File: config.mk
export PLATFORM = sky130hd
export DESIGN_NAME = simd_mac_lanes_flat
export DESIGN_NICKNAME = d
export VERILOG_FILES = /design/src/rtl/simd_mac_lanes_if.sv /design/src/rtl/simd_mac_lanes.sv /design/src/flat_wrapper.sv
export SDC_FILE = /design/constraint.sdc
export NUM_CORES = 1
export LEC_CHECK = 0
export BUFFER_PORTS_ARGS = -buffer_cell sky130_fd_sc_hd__buf_2
export CORE_UTILIZATION = 48
export CTS_BUF_LIST = sky130_fd_sc_hd__clkbuf_8
export DETAILED_ROUTE_END_ITERATION = 7
export GPL_TIMING_DRIVEN = 1
export MAX_ROUTING_LAYER = met4
export PLACE_DENSITY = 0.65
export SYNTH_ARGS = -nofsm -noshare
export SYNTH_HDL_FRONTEND = slang
export SYNTH_SLANG_ARGS = --single-unit
File: constraint.sdc
create_clock -name clock_i -period 10.5 [get_ports clock_i]
set_clock_uncertainty 0.05 [all_clocks]
set_input_delay 2.1 -clock clock_i [delete_from_list [all_inputs] [get_ports clock_i]]
set_output_delay 2.1 -clock clock_i [all_outputs]
set_load 0.01 [all_outputs]
File: src/rtl/simd_mac_lanes_if.sv
// Beat-level bus of simd_mac_lanes: upstream operands/controls and downstream results,
// each direction with its own valid/ready pair.
interface simd_mac_lanes_if #(
  parameter int LANES   = 2,
  parameter int A_WIDTH = 10,
  parameter int B_WIDTH = 9,
  parameter int Z_WIDTH = 19
);
  logic                       valid_i;
  logic                       ready_o;
  logic [LANES*A_WIDTH-1:0]   a_i;
  logic [LANES*B_WIDTH-1:0]   b_i;
  logic                       unsigned_a_i;
  logic                       unsigned_b_i;
  logic                       load_acc_i;
  logic                       subtract_i;
  logic                       valid_o;
  logic                       ready_i;
  logic [LANES*Z_WIDTH-1:0]   z_o;
  logic [LANES-1:0]           sat_o;

  modport master (
    output valid_i, a_i, b_i, unsigned_a_i, unsigned_b_i, load_acc_i, subtract_i, ready_i,
    input  ready_o, valid_o, z_o, sat_o
  );

  modport slave (
    input  valid_i, a_i, b_i, unsigned_a_i, unsigned_b_i, load_acc_i, subtract_i, ready_i,
    output ready_o, valid_o, z_o, sat_o
  );
endinterface

File: src/rtl/simd_mac_lanes.sv
// Multi-lane multiply-accumulate: stage 1 captures operands/controls, stage 2 updates the
// per-lane accumulators and registers the shifted/rounded/saturated results.
module simd_mac_lanes #(
  parameter int LANES           = 2,
  parameter int A_WIDTH         = 10,
  parameter int B_WIDTH         = 9,
  parameter int ACC_WIDTH       = 32,
  parameter int Z_WIDTH         = 19,
  parameter int SHIFT_RIGHT     = 0,
  parameter int ROUND           = 0,
  parameter int SATURATE_ENABLE = 0
) (
  input logic             clock_i,
  input logic             reset_i,
  simd_mac_lanes_if.slave bus
);
  localparam int PW   = (A_WIDTH + B_WIDTH + 2 > ACC_WIDTH) ? (A_WIDTH + B_WIDTH + 2) : ACC_WIDTH;
  localparam int W    = ACC_WIDTH + 2;
  localparam int RBIT = (SHIFT_RIGHT > 0) ? (SHIFT_RIGHT - 1) : 0;

  // Clamp limits carry two guard bits so 2^Z_WIDTH-1 is representable even when Z_WIDTH==ACC_WIDTH.
  localparam logic signed [W-1:0] U_HI = (W'(1'b1) << Z_WIDTH) - W'(1'b1);
  localparam logic signed [W-1:0] U_LO = W'(1'b0);
  localparam logic signed [W-1:0] S_HI = (W'(1'b1) << (Z_WIDTH - 1)) - W'(1'b1);
  localparam logic signed [W-1:0] S_LO = W'(1'b0) - (W'(1'b1) << (Z_WIDTH - 1));

  function automatic logic [ACC_WIDTH-1:0] product(
    input logic [A_WIDTH-1:0] a,
    input logic [B_WIDTH-1:0] b,
    input logic               ua,
    input logic               ub
  );
    logic signed [A_WIDTH:0] ea;
    logic signed [B_WIDTH:0] eb;
    logic signed [PW-1:0]    p;
    ea = {(ua ? 1'b0 : a[A_WIDTH-1]), a};
    eb = {(ub ? 1'b0 : b[B_WIDTH-1]), b};
    p  = PW'(ea) * PW'(eb);
    return p[ACC_WIDTH-1:0];
  endfunction

  // Returns {sat, z} for one lane.
  function automatic logic [Z_WIDTH:0] shape(input logic [ACC_WIDTH-1:0] acc, input logic both_u);
    logic signed [W-1:0] v;
    logic signed [W-1:0] hi;
    logic signed [W-1:0] lo;
    logic [Z_WIDTH:0]    r;
    v = $signed({{2{acc[ACC_WIDTH-1]}}, acc}) >>> SHIFT_RIGHT;
    if (ROUND != 0 && SHIFT_RIGHT > 0) begin
      v = v + $signed(W'(acc[RBIT]));
    end else begin
      v = v;
    end
    hi = both_u ? U_HI : S_HI;
    lo = both_u ? U_LO : S_LO;
    if (SATURATE_ENABLE != 0 && v > hi) begin
      r = {1'b1, hi[Z_WIDTH-1:0]};
    end else if (SATURATE_ENABLE != 0 && v < lo) begin
      r = {1'b1, lo[Z_WIDTH-1:0]};
    end else begin
      r = {1'b0, v[Z_WIDTH-1:0]};
    end
    return r;
  endfunction

  logic                     en;
  logic                     s1_valid_q, s1_valid_d;
  logic [LANES*A_WIDTH-1:0] s1_a_q, s1_a_d;
  logic [LANES*B_WIDTH-1:0] s1_b_q, s1_b_d;
  logic                     s1_ua_q, s1_ua_d;
  logic                     s1_ub_q, s1_ub_d;
  logic                     s1_load_q, s1_load_d;
  logic                     s1_sub_q, s1_sub_d;
  logic [ACC_WIDTH-1:0]     acc_q [LANES];
  logic [ACC_WIDTH-1:0]     acc_d [LANES];
  logic                     valid_q, valid_d;
  logic [LANES*Z_WIDTH-1:0] z_q, z_d;
  logic [LANES-1:0]         sat_q, sat_d;

  assign en          = !valid_q || bus.ready_i;
  assign bus.ready_o = en;
  assign bus.valid_o = valid_q;
  assign bus.z_o     = z_q;
  assign bus.sat_o   = sat_q;

  // Stage 1 capture of operands and beat controls.
  always_comb begin
    s1_valid_d = en ? bus.valid_i : s1_valid_q;
    if (en && bus.valid_i) begin
      s1_a_d    = bus.a_i;
      s1_b_d    = bus.b_i;
      s1_ua_d   = bus.unsigned_a_i;
      s1_ub_d   = bus.unsigned_b_i;
      s1_load_d = bus.load_acc_i;
      s1_sub_d  = bus.subtract_i;
    end else begin
      s1_a_d    = s1_a_q;
      s1_b_d    = s1_b_q;
      s1_ua_d   = s1_ua_q;
      s1_ub_d   = s1_ub_q;
      s1_load_d = s1_load_q;
      s1_sub_d  = s1_sub_q;
    end
  end

  // Stage 2: accumulator update and output shaping, only when a valid beat advances.
  always_comb begin
    valid_d = en ? s1_valid_q : valid_q;
    z_d     = z_q;
    sat_d   = sat_q;
    for (int k = 0; k < LANES; k++) begin
      acc_d[k] = acc_q[k];
    end
    if (en && s1_valid_q) begin
      for (int k = 0; k < LANES; k++) begin
        case ({s1_load_q, s1_sub_q})
          2'b10, 2'b11: acc_d[k] = product(s1_a_q[k*A_WIDTH +: A_WIDTH], s1_b_q[k*B_WIDTH +: B_WIDTH], s1_ua_q, s1_ub_q);
          2'b01:        acc_d[k] = acc_q[k] - product(s1_a_q[k*A_WIDTH +: A_WIDTH], s1_b_q[k*B_WIDTH +: B_WIDTH], s1_ua_q, s1_ub_q);
          default:      acc_d[k] = acc_q[k] + product(s1_a_q[k*A_WIDTH +: A_WIDTH], s1_b_q[k*B_WIDTH +: B_WIDTH], s1_ua_q, s1_ub_q);
        endcase
        {sat_d[k], z_d[k*Z_WIDTH +: Z_WIDTH]} = shape(acc_d[k], s1_ua_q & s1_ub_q);
      end
    end else begin
      z_d   = z_q;
      sat_d = sat_q;
    end
  end

  // State registers; reset discards in-flight beats and zeroes the accumulators.
  always_ff @(posedge clock_i) begin
    if (reset_i) begin
      s1_valid_q <= 1'b0;
      s1_a_q     <= '0;
      s1_b_q     <= '0;
      s1_ua_q    <= 1'b0;
      s1_ub_q    <= 1'b0;
      s1_load_q  <= 1'b0;
      s1_sub_q   <= 1'b0;
      valid_q    <= 1'b0;
      z_q        <= '0;
      sat_q      <= '0;
      for (int k = 0; k < LANES; k++) begin
        acc_q[k] <= '0;
      end
    end else begin
      s1_valid_q <= s1_valid_d;
      s1_a_q     <= s1_a_d;
      s1_b_q     <= s1_b_d;
      s1_ua_q    <= s1_ua_d;
      s1_ub_q    <= s1_ub_d;
      s1_load_q  <= s1_load_d;
      s1_sub_q   <= s1_sub_d;
      valid_q    <= valid_d;
      z_q        <= z_d;
      sat_q      <= sat_d;
      for (int k = 0; k < LANES; k++) begin
        acc_q[k] <= acc_d[k];
      end
    end
  end
endmodule
File: src/flat_wrapper.sv
// flat-port wrapper written by rule: the top's interface ports become plain ports
module simd_mac_lanes_flat 
#(
  parameter int LANES           = 2,
  parameter int A_WIDTH         = 10,
  parameter int B_WIDTH         = 9,
  parameter int ACC_WIDTH       = 32,
  parameter int Z_WIDTH         = 19,
  parameter int SHIFT_RIGHT     = 0,
  parameter int ROUND           = 0,
  parameter int SATURATE_ENABLE = 0
)
  (clock_i, reset_i, bus_valid_i, bus_a_i, bus_b_i, bus_unsigned_a_i, bus_unsigned_b_i, bus_load_acc_i, bus_subtract_i, bus_ready_i, bus_ready_o, bus_valid_o, bus_z_o, bus_sat_o);
  simd_mac_lanes_if #(.LANES(LANES), .A_WIDTH(A_WIDTH), .B_WIDTH(B_WIDTH), .Z_WIDTH(Z_WIDTH)) bus_i ();
  input logic clock_i;
  input logic reset_i;
  input wire logic [$bits(bus_i.valid_i)-1:0] bus_valid_i;
  input wire logic [$bits(bus_i.a_i)-1:0] bus_a_i;
  input wire logic [$bits(bus_i.b_i)-1:0] bus_b_i;
  input wire logic [$bits(bus_i.unsigned_a_i)-1:0] bus_unsigned_a_i;
  input wire logic [$bits(bus_i.unsigned_b_i)-1:0] bus_unsigned_b_i;
  input wire logic [$bits(bus_i.load_acc_i)-1:0] bus_load_acc_i;
  input wire logic [$bits(bus_i.subtract_i)-1:0] bus_subtract_i;
  input wire logic [$bits(bus_i.ready_i)-1:0] bus_ready_i;
  output wire logic [$bits(bus_i.ready_o)-1:0] bus_ready_o;
  output wire logic [$bits(bus_i.valid_o)-1:0] bus_valid_o;
  output wire logic [$bits(bus_i.z_o)-1:0] bus_z_o;
  output wire logic [$bits(bus_i.sat_o)-1:0] bus_sat_o;
  assign bus_i.valid_i = bus_valid_i;
  assign bus_i.a_i = bus_a_i;
  assign bus_i.b_i = bus_b_i;
  assign bus_i.unsigned_a_i = bus_unsigned_a_i;
  assign bus_i.unsigned_b_i = bus_unsigned_b_i;
  assign bus_i.load_acc_i = bus_load_acc_i;
  assign bus_i.subtract_i = bus_subtract_i;
  assign bus_i.ready_i = bus_ready_i;
  assign bus_ready_o = bus_i.ready_o;
  assign bus_valid_o = bus_i.valid_o;
  assign bus_z_o = bus_i.z_o;
  assign bus_sat_o = bus_i.sat_o;
  simd_mac_lanes #(.LANES(LANES), .A_WIDTH(A_WIDTH), .B_WIDTH(B_WIDTH), .ACC_WIDTH(ACC_WIDTH), .Z_WIDTH(Z_WIDTH), .SHIFT_RIGHT(SHIFT_RIGHT), .ROUND(ROUND), .SATURATE_ENABLE(SATURATE_ENABLE)) u_core (.clock_i(clock_i), .reset_i(reset_i), .bus(bus_i));
endmodule
==> impl_summary.log, run 1 <==
[metrics] status: finished clean
[metrics] total standard cell area after synthesis: 0.0139 mm^2
[metrics] biggest area consumer among synthesized cells: fa_1
[metrics] first drt pass iteration count: 5
[metrics] Async SR Flop Fraction: 0%
[metrics] drt drc: 0
[metrics] largest net degree at the start of global routing: 83
[metrics] Slew HR: 35.8%
[metrics] total negative slack for setup checks: 0 ps
[metrics] clock tree from TritonCTS: built
[metrics] CTS Hold Buffers Added: 0
[metrics] average via count per standard cell: 5.27
[metrics] sequential area share after synthesis: 11.8%
[metrics] horizontal extent of the die: 172 um
[metrics] post-detailed-placement cell area: 0.0144 mm^2
[metrics] number of maximum-capacitance constraint violations: 0
[metrics] worst r2r path cells: 26
[metrics] Port Buffers: 85
[metrics] Total GRT Usage: 24.8%
[metrics] weighted congestion at the end of routability-driven global placement: 0.953
[metrics] number of buffers inserted during clock tree synthesis: 9
[metrics] startpoint of the worst-slack reg-to-reg timing path: u_core.s1_b_q[8]
[metrics] proportion of netlist area held by the largest area contributor: 26.3%
[metrics] number of synthesis warnings: 0
[metrics] total wire length after detailed routing: 33,800 um
[metrics] post-synthesis area per instance: 8.05 um^2
[metrics] most instantiated library cell after synthesis: inv_1
[metrics] post-synthesis cell count: 1,722
[metrics] critical path fanouts, max: 14
[metrics] Post-synth top flop: dfxtp_1
[metrics] Sequential Area: 0.00164 mm^2
[metrics] Clock Path Buffers: 2
[metrics] slack of the critical path: 2070 ps
[metrics] worst vdd ir: 0.0742 mV
[metrics] final setup fails: 0
[metrics] worst hold-check path type: flip-flop to flip-flop
[metrics] capture point of the worst reg-to-reg path: u_core.bus.z_o[18]
[metrics] measured slew at the worst slew-check pin: 963 ps
[metrics] ANT cells: 0
[metrics] count of endpoints failing hold in the final timing report: 0
[metrics] root buf cell: clkbuf_8
[metrics] antenna violations before repair: 1
[metrics] area of the die: 0.0295 mm^2
[metrics] net count reported at finish: 2,096
[metrics] DR WL/cell: 15.9 um
[metrics] setup repair after global routing missed its margin: false
[metrics] post-route cell area: 0.0146 mm^2
[metrics] share of layout cells above drive strength 1: 7.81%
[metrics] initial DRC count: 700
[metrics] routed via count: 11,200
[metrics] Post CTS Setup Buffer Count: 0
[metrics] worst hold slack after final layout: 438 ps
[metrics] vias in the first global route: 11,300
[metrics] total leakage power: 7.25 nW
[metrics] Worst R2R Setup Slack: 2070 ps
[metrics] CTS H-tree lvls: 3
[metrics] global route total overflow: 0
[metrics] Core Footprint: 0.0281 mm^2
[metrics] standard-cell rows: 61
[metrics] first-pass GRT wire length: 56,500 um
[metrics] minimum clock period: 8430 ps
[metrics] number of synthesized flops with an enable pin: 0
[metrics] Top Ports: 88
[metrics] initial standard-cell utilization of the core: 49.3%
[metrics] Tot Pwr: 1.59 mW
[metrics] clock latency at the later pin of the worst-skew pair: 400 ps
[metrics] HPWL Detailed: 26,800 um
[metrics] worst setup timing slack at the placement stage: 2140 ps
[metrics] maximum clock frequency: 119 MHz
[metrics] Clock transition at path regs: 100 ps
[metrics] worst setup path class: flip-flop to flip-flop
[metrics] PostCTS Resize Cnt: 0
[metrics] final cycle utilization of the critical path: 80.2%
[metrics] library cells used by synthesis: 72
[metrics] fill cell total of the finished layout: 2,818
[metrics] area growth from synthesis to final layout: 5.62%
[metrics] remaining antenna violation count: 0
[metrics] Hold Startpoint: u_core.bus.z_o[7]
[metrics] end point of the critical path: u_core.bus.z_o[18]
[metrics] P per Cell Area: 108 mW/mm^2
[metrics] Setup crit start kind: flip-flop
[metrics] number of max-slew violations in the final report: 0
[metrics] required time of the critical path: 10,750 ps
[metrics] number of clock sinks: 82
[metrics] critical path endpoint category: flip-flop
[metrics] Die Span Y: 172 um
[metrics] most instantiated cells after synthesis: inv_1, nand2_1, fa_1
[metrics] combined area of the multi-input logic cells: 0.0109 mm^2
[metrics] Area contributors post-synth: fa_1, ha_1, dfxtp_1
[metrics] crit path from: u_core.s1_b_q[8]
[metrics] data arrival time of the critical path: 8680 ps
[metrics] post-synthesis register bit count: 82
==> placed cells by master, fill, tap and decap left out, types with 30 or more instances in the layout <==
cell type	count
inv_1	268
nand2_1	264
fa_1	182
ha_1	132
a21oi_1	104
nor2_1	101
and2_1	92
buf_2	85
dfxtp_1	81
xnor2_1	59
o21ai_0	44
xor2_1	41
nor3_1	30
==> area by class of cell <==
| class | count | share of cell area (%) |
|---|---|---|
| clock inverters | 7 | 0.470 |
| flip-flops and latches | 82 | 11.2 |
| multi-input cells | 1287 | 74.3 |
| well taps | 378 | 3.23 |
| clock buffers | 9 | 0.846 |
| repair buffers | 89 | 3.11 |
| inverters | 267 | 6.85 |
==> through the flow <==
stage	std cells	util, %
detailed placement	2103	51.4
global placement	2103	51.4
finish	2119	52.1
global route	2119	52.1
CTS	2119	52.1
floorplan	1723	-
==> worst max-delay path, cell delays in order (launching register included) <==
cell	delay [ps]
dfxtp_1	560
nand2b_1	310
or2_2	380
fa_1	510
fa_1	550
inv_1	60
fa_1	500
fa_1	540
inv_1	60
fa_1	520
inv_1	40
ha_1	280
or2_4	310
o32ai_1	300
nor3_1	150
a2111oi_4	360
o211ai_2	210
nor2_1	170
a21oi_1	100
xor2_1	190
ha_1	260
nor3_1	250
o311ai_0	250
a311oi_1	400
xnor3_1	390
or3_1	350
a311oi_1	270
==> worst min path at each step <==
| stage | end | slack, ps | cells past startpoint |
|---|---|---|---|
| 2_1_floorplan | u_core.s1_a_q[11] | 390 | 2 |
| 3_3_place_gp | u_core.bus.z_o[21] | 410 | 2 |
| 3_5_place_dp | u_core.bus.valid_o | 420 | 2 |
| 4_1_cts | u_core.bus.z_o[7] | 440 | 2 |
| 5_1_grt | u_core.bus.z_o[21] | 460 | 2 |
| 6_report | u_core.bus.z_o[7] | 440 | 2 |
==> state kept, by name, summed over array words and instances (netlist names) <==
| name | count |
|---|---|
| u_core.s1_sub_q | 1 |
| u_core.bus.z_o | 37 |
| u_core.s1_ub_q | 1 |
| u_core.s1_b_q | 18 |
| u_core.s1_a_q | 20 |
| u_core.s1_valid_q | 1 |
| u_core.bus.valid_o | 1 |
| u_core.acc_q | 1 |
| u_core.s1_load_q | 1 |
| u_core.s1_ua_q | 1 |
==> cells by family (layout without fill, tap and decap cells) <==
group	Yosys count	after routing	synth area share (%)
xor+xnor	101	101	6.48
buf+inv	354	372	9.78
other cells	1	2	0.0271
flops	82	82	11.8
compound gates	282	282	13.4
mux	13	13	0.957
simple gates	575	575	19.3
fa+ha+maj	314	314	38.2
==> metal layers <==
| layer | global-route usage [%] | wire length, um | part of all wire (%) | up-vias |
|---|---|---|---|---|
| met5 | - | 0 | 0 | - |
| met4 | 4.23 | 285 | 0.84 | 0 |
| met3 | 3.50 | 1670 | 4.9 | 28 |
| met2 | 39.0 | 15100 | 45 | 268 |
| met1 | 34.5 | 16800 | 50 | 5353 |
| li1 | - | - | - | 5519 |
==> power breakdown <==
group / switching (mW) / internal [mW] / leakage, nW
sequential: 0.0517 / 0.339 / 0.675
combinational: 0.544 / 0.408 / 6.47
clock: 0.135 / 0.110 / 0.101
(Power assumes the default switching activity.)
==> inputs of run 2 (changes only) <==
- PLACE_DENSITY: 0.65 -> 0.68
- clock period: 10.5 -> 6.8 ns (I/O delays scaled with it)
==> run 2 against run 1 <==
The flow now finishes with violations (setup timing). Global-route usage up 0.17 points. Hold slack got worse by 5.4 ps. Highest routed layer unchanged. Largest power group unchanged. Combinational power rose by 110%.
==> impl_summary.log, run 2 (synthesis gave the netlist of run 1 again) <==
[metrics] measured slew at the worst slew-check pin: 1030 ps (was 963 ps)
[metrics] critical-path cell with the highest stage delay: fa_1 (was dfxtp_1)
[metrics] vias in the first global route: 12,100 (was 11,300)
[metrics] Clock Path Buffers: 2 (unchanged)
[metrics] root buf cell: clkbuf_8 (unchanged)
[metrics] fill cell total of the finished layout: 2,519 (was 2,818)
[metrics] remaining antenna violation count: 0 (unchanged)
[metrics] maximum clock frequency: 142 MHz (was 119 MHz)
[metrics] Top Ports: 88 (unchanged)
[metrics] cell type with the highest occurrence count on the critical path: fa_1 (unchanged)
[metrics] setup repair after global routing missed its margin: true (was false)
[metrics] most common cell after layout, fill and taps aside: inv_1 (unchanged)
[metrics] violated checks: setup timing
[metrics] number of buffers inserted during clock tree synthesis: 9 (unchanged)
[metrics] post-route cell area: 0.0171 mm^2 (was 0.0146 mm^2)
[metrics] clock latency at the later pin of the worst-skew pair: 390 ps (was 400 ps)
[metrics] share of layout cells above drive strength 1: 25.4% (was 7.81%)
[metrics] minimum clock period: 7030 ps (was 8430 ps)
[metrics] initial standard-cell utilization of the core: 49.3% (unchanged)
[metrics] ANT cells: 0 (unchanged)
[metrics] met2 global-route usage: 42.2% (was 39.0%)
[metrics] CTS H-tree lvls: 3 (unchanged)
[metrics] count of buffering cells on the critical path with inverters included: 4 (was 3)
[metrics] Die Span Y: 172 um (unchanged)
[metrics] critical path fanouts, max: 8 (was 14)
[metrics] count of endpoints failing hold in the final timing report: 0 (unchanged)
[metrics] antenna violations before repair: 0 (was 1)
[metrics] final cycle utilization of the critical path: 103% (was 80.2%)
[metrics] area of the die: 0.0295 mm^2 (unchanged)
[metrics] total wire length after detailed routing: 35,100 um (was 33,800 um)
[metrics] Crit path largest cell delay: 510 ps (was 560 ps)
[metrics] Setup crit start kind: flip-flop (unchanged)
[metrics] required time of the critical path: 7060 ps (was 10,750 ps)
[metrics] P per Cell Area: 171 mW/mm^2 (was 108 mW/mm^2)
[metrics] Slew HR: 31.2% (was 35.8%)
[metrics] average via count per standard cell: 5.26 (was 5.27)
[metrics] number of max-slew violations in the final report: 0 (unchanged)
[metrics] final setup fails: 2 (was 0)
[metrics] total leakage power: 8.57 nW (was 7.25 nW)
[metrics] flip-flop count of the largest register, all copies and words added: 37 (unchanged)
[metrics] net count reported at finish: 2,337 (was 2,096)
[metrics] post-detailed-placement cell area: 0.0163 mm^2 (was 0.0144 mm^2)
[metrics] global route total overflow: 0 (unchanged)
[metrics] combined area of the multi-input logic cells: 0.0115 mm^2 (was 0.0109 mm^2)
[metrics] status: complete, but fails checks (was finished clean)
[metrics] total negative slack for setup checks: -280 ps (was 0 ps)
[metrics] worst vdd ir: 0.119 mV (was 0.0742 mV)
[metrics] clock tree from TritonCTS: built (unchanged)
[metrics] weighted congestion at the end of routability-driven global placement: 0.973 (was 0.953)
[metrics] GRT met3 Usage: 2.33% (was 3.50%)
[metrics] Sequential Area: 0.00172 mm^2 (was 0.00164 mm^2)
[metrics] DR WL/cell: 14.9 um (was 15.9 um)
[metrics] horizontal extent of the die: 172 um (unchanged)
[metrics] final core area utilization: 61.0% (was 52.1%)
[metrics] first-pass GRT wire length: 57,100 um (was 56,500 um)
[metrics] commonest non-fill, non-tap cells in the layout: inv_1, nand2_1, buf_4 (was inv_1, nand2_1, fa_1)
[metrics] worst hold-check path type: flip-flop to flip-flop (unchanged)
[metrics] Total GRT Usage: 25.0% (was 24.8%)
[metrics] Port Buffers: 85 (unchanged)
[metrics] number of clock sinks: 82 (unchanged)
[metrics] largest net degree at the start of global routing: 83 (unchanged)
[metrics] area growth from synthesis to final layout: 23.7% (was 5.62%)
[metrics] peak-usage layer in the global routing report: met2 (unchanged)
[metrics] data arrival time of the critical path: 7290 ps (was 8680 ps)
[metrics] routed via count: 12,400 (was 11,200)
[metrics] first drt pass iteration count: 5 (unchanged)
[metrics] slack of the critical path: -229 ps (was 2070 ps)
[metrics] CTS Hold Buffers Added: 0 (unchanged)
[metrics] drt drc: 0 (unchanged)
[metrics] HPWL Detailed: 28,000 um (was 26,800 um)
[metrics] standard-cell rows: 61 (unchanged)
[metrics] top cell family by delay on the critical path: adder cells (unchanged)
[metrics] met1 layer usage reported by global route: 31.5% (was 34.5%)
[metrics] number of maximum-capacitance constraint violations: 0 (unchanged)
[metrics] initial DRC count: 580 (was 700)
[metrics] worst setup path class: flip-flop to flip-flop (unchanged)
[metrics] Core Footprint: 0.0281 mm^2 (unchanged)
[metrics] critical path endpoint category: flip-flop (unchanged)
[metrics] Clock transition at path regs: 100 ps (about the same)
run 2: worst register-to-register path, stage by stage (launching register included):
cell       delay, ps
dfxtp_4          400
nand2b_4         100
or2_4            240
fa_1             460
fa_1             510
inv_1             50
fa_1             450
fa_1             490
inv_1             50
fa_1             490
inv_2             50
ha_4             160
or2_4            270
o32ai_4          240
nor3_2           100
a2111oi_4        330
o211ai_2         210
nor2_2           180
a21oi_1           90
xor2_1           190
ha_1             210
nor3_2           210
o311ai_2         140
buf_4            160
a311oi_2         250
xnor3_1          270
or3_1            340
a311oi_2         260
run 2: stage by stage:
step | total power [mW] | setup WS, ps | cells | hold slack, ps
6_report | 2.93 | -229 | 2360 | 433
4_1_cts | 2.83 | -211 | 2353 | 439
3_5_place_dp | 2.42 | -393 | 2326 | 424
3_3_place_gp | 2.38 | -301 | 2326 | 413
2_1_floorplan | 1.79 | -85.5 | 1723 | 385
5_1_grt | 3.17 | -575 | 2360 | 466
run 2: power by group:
part	internal (mW)	leakage, nW	total, mW	switching [mW]
registers	0.522	0.691	0.583	0.0610
clock network	0.138	0.0973	0.352	0.214
logic	0.993	7.78	1.99	0.997
total	1.65	8.57	2.93	1.27
run 2: layer usage:
metal	share of wire (%)	up-vias	wire, um
li1	-	6003	-
met1	43	6056	15200
met2	50	283	17500
met3	4.1	62	1420
met4	2.8	0	969
met5	0	-	0
run 2: final cells by class:
cell class,count,share of cell area [%]
Clock buffer,10,0.803
Timing Repair Buffer,330,13.3
Inverter,267,5.85
Multi-Input combinational cell,1287,67.1
Sequential cell,82,10.0
Tap cell,378,2.76
Clock inverter,6,0.161
run 2: worst paths after layout:
kind                              to  cells after the start               from  slack [ps]
setup / recovery  u_core.bus.z_o[18]                     27   u_core.s1_b_q[8]        -230
hold reg to reg    u_core.bus.z_o[7]                      2  u_core.bus.z_o[7]         430
setup reg to reg  u_core.bus.z_o[18]                     27   u_core.s1_b_q[8]        -230
hold / removal     u_core.bus.z_o[7]                      2  u_core.bus.z_o[7]         430
run 2: repair_timing:
item,4_1_cts,5_1_grt
endpoints found under the hold margin,0,0
buffers inserted,11,7
setup endpoints to repair,7,11
gates resized for setup,65,84
pin swaps,37,65
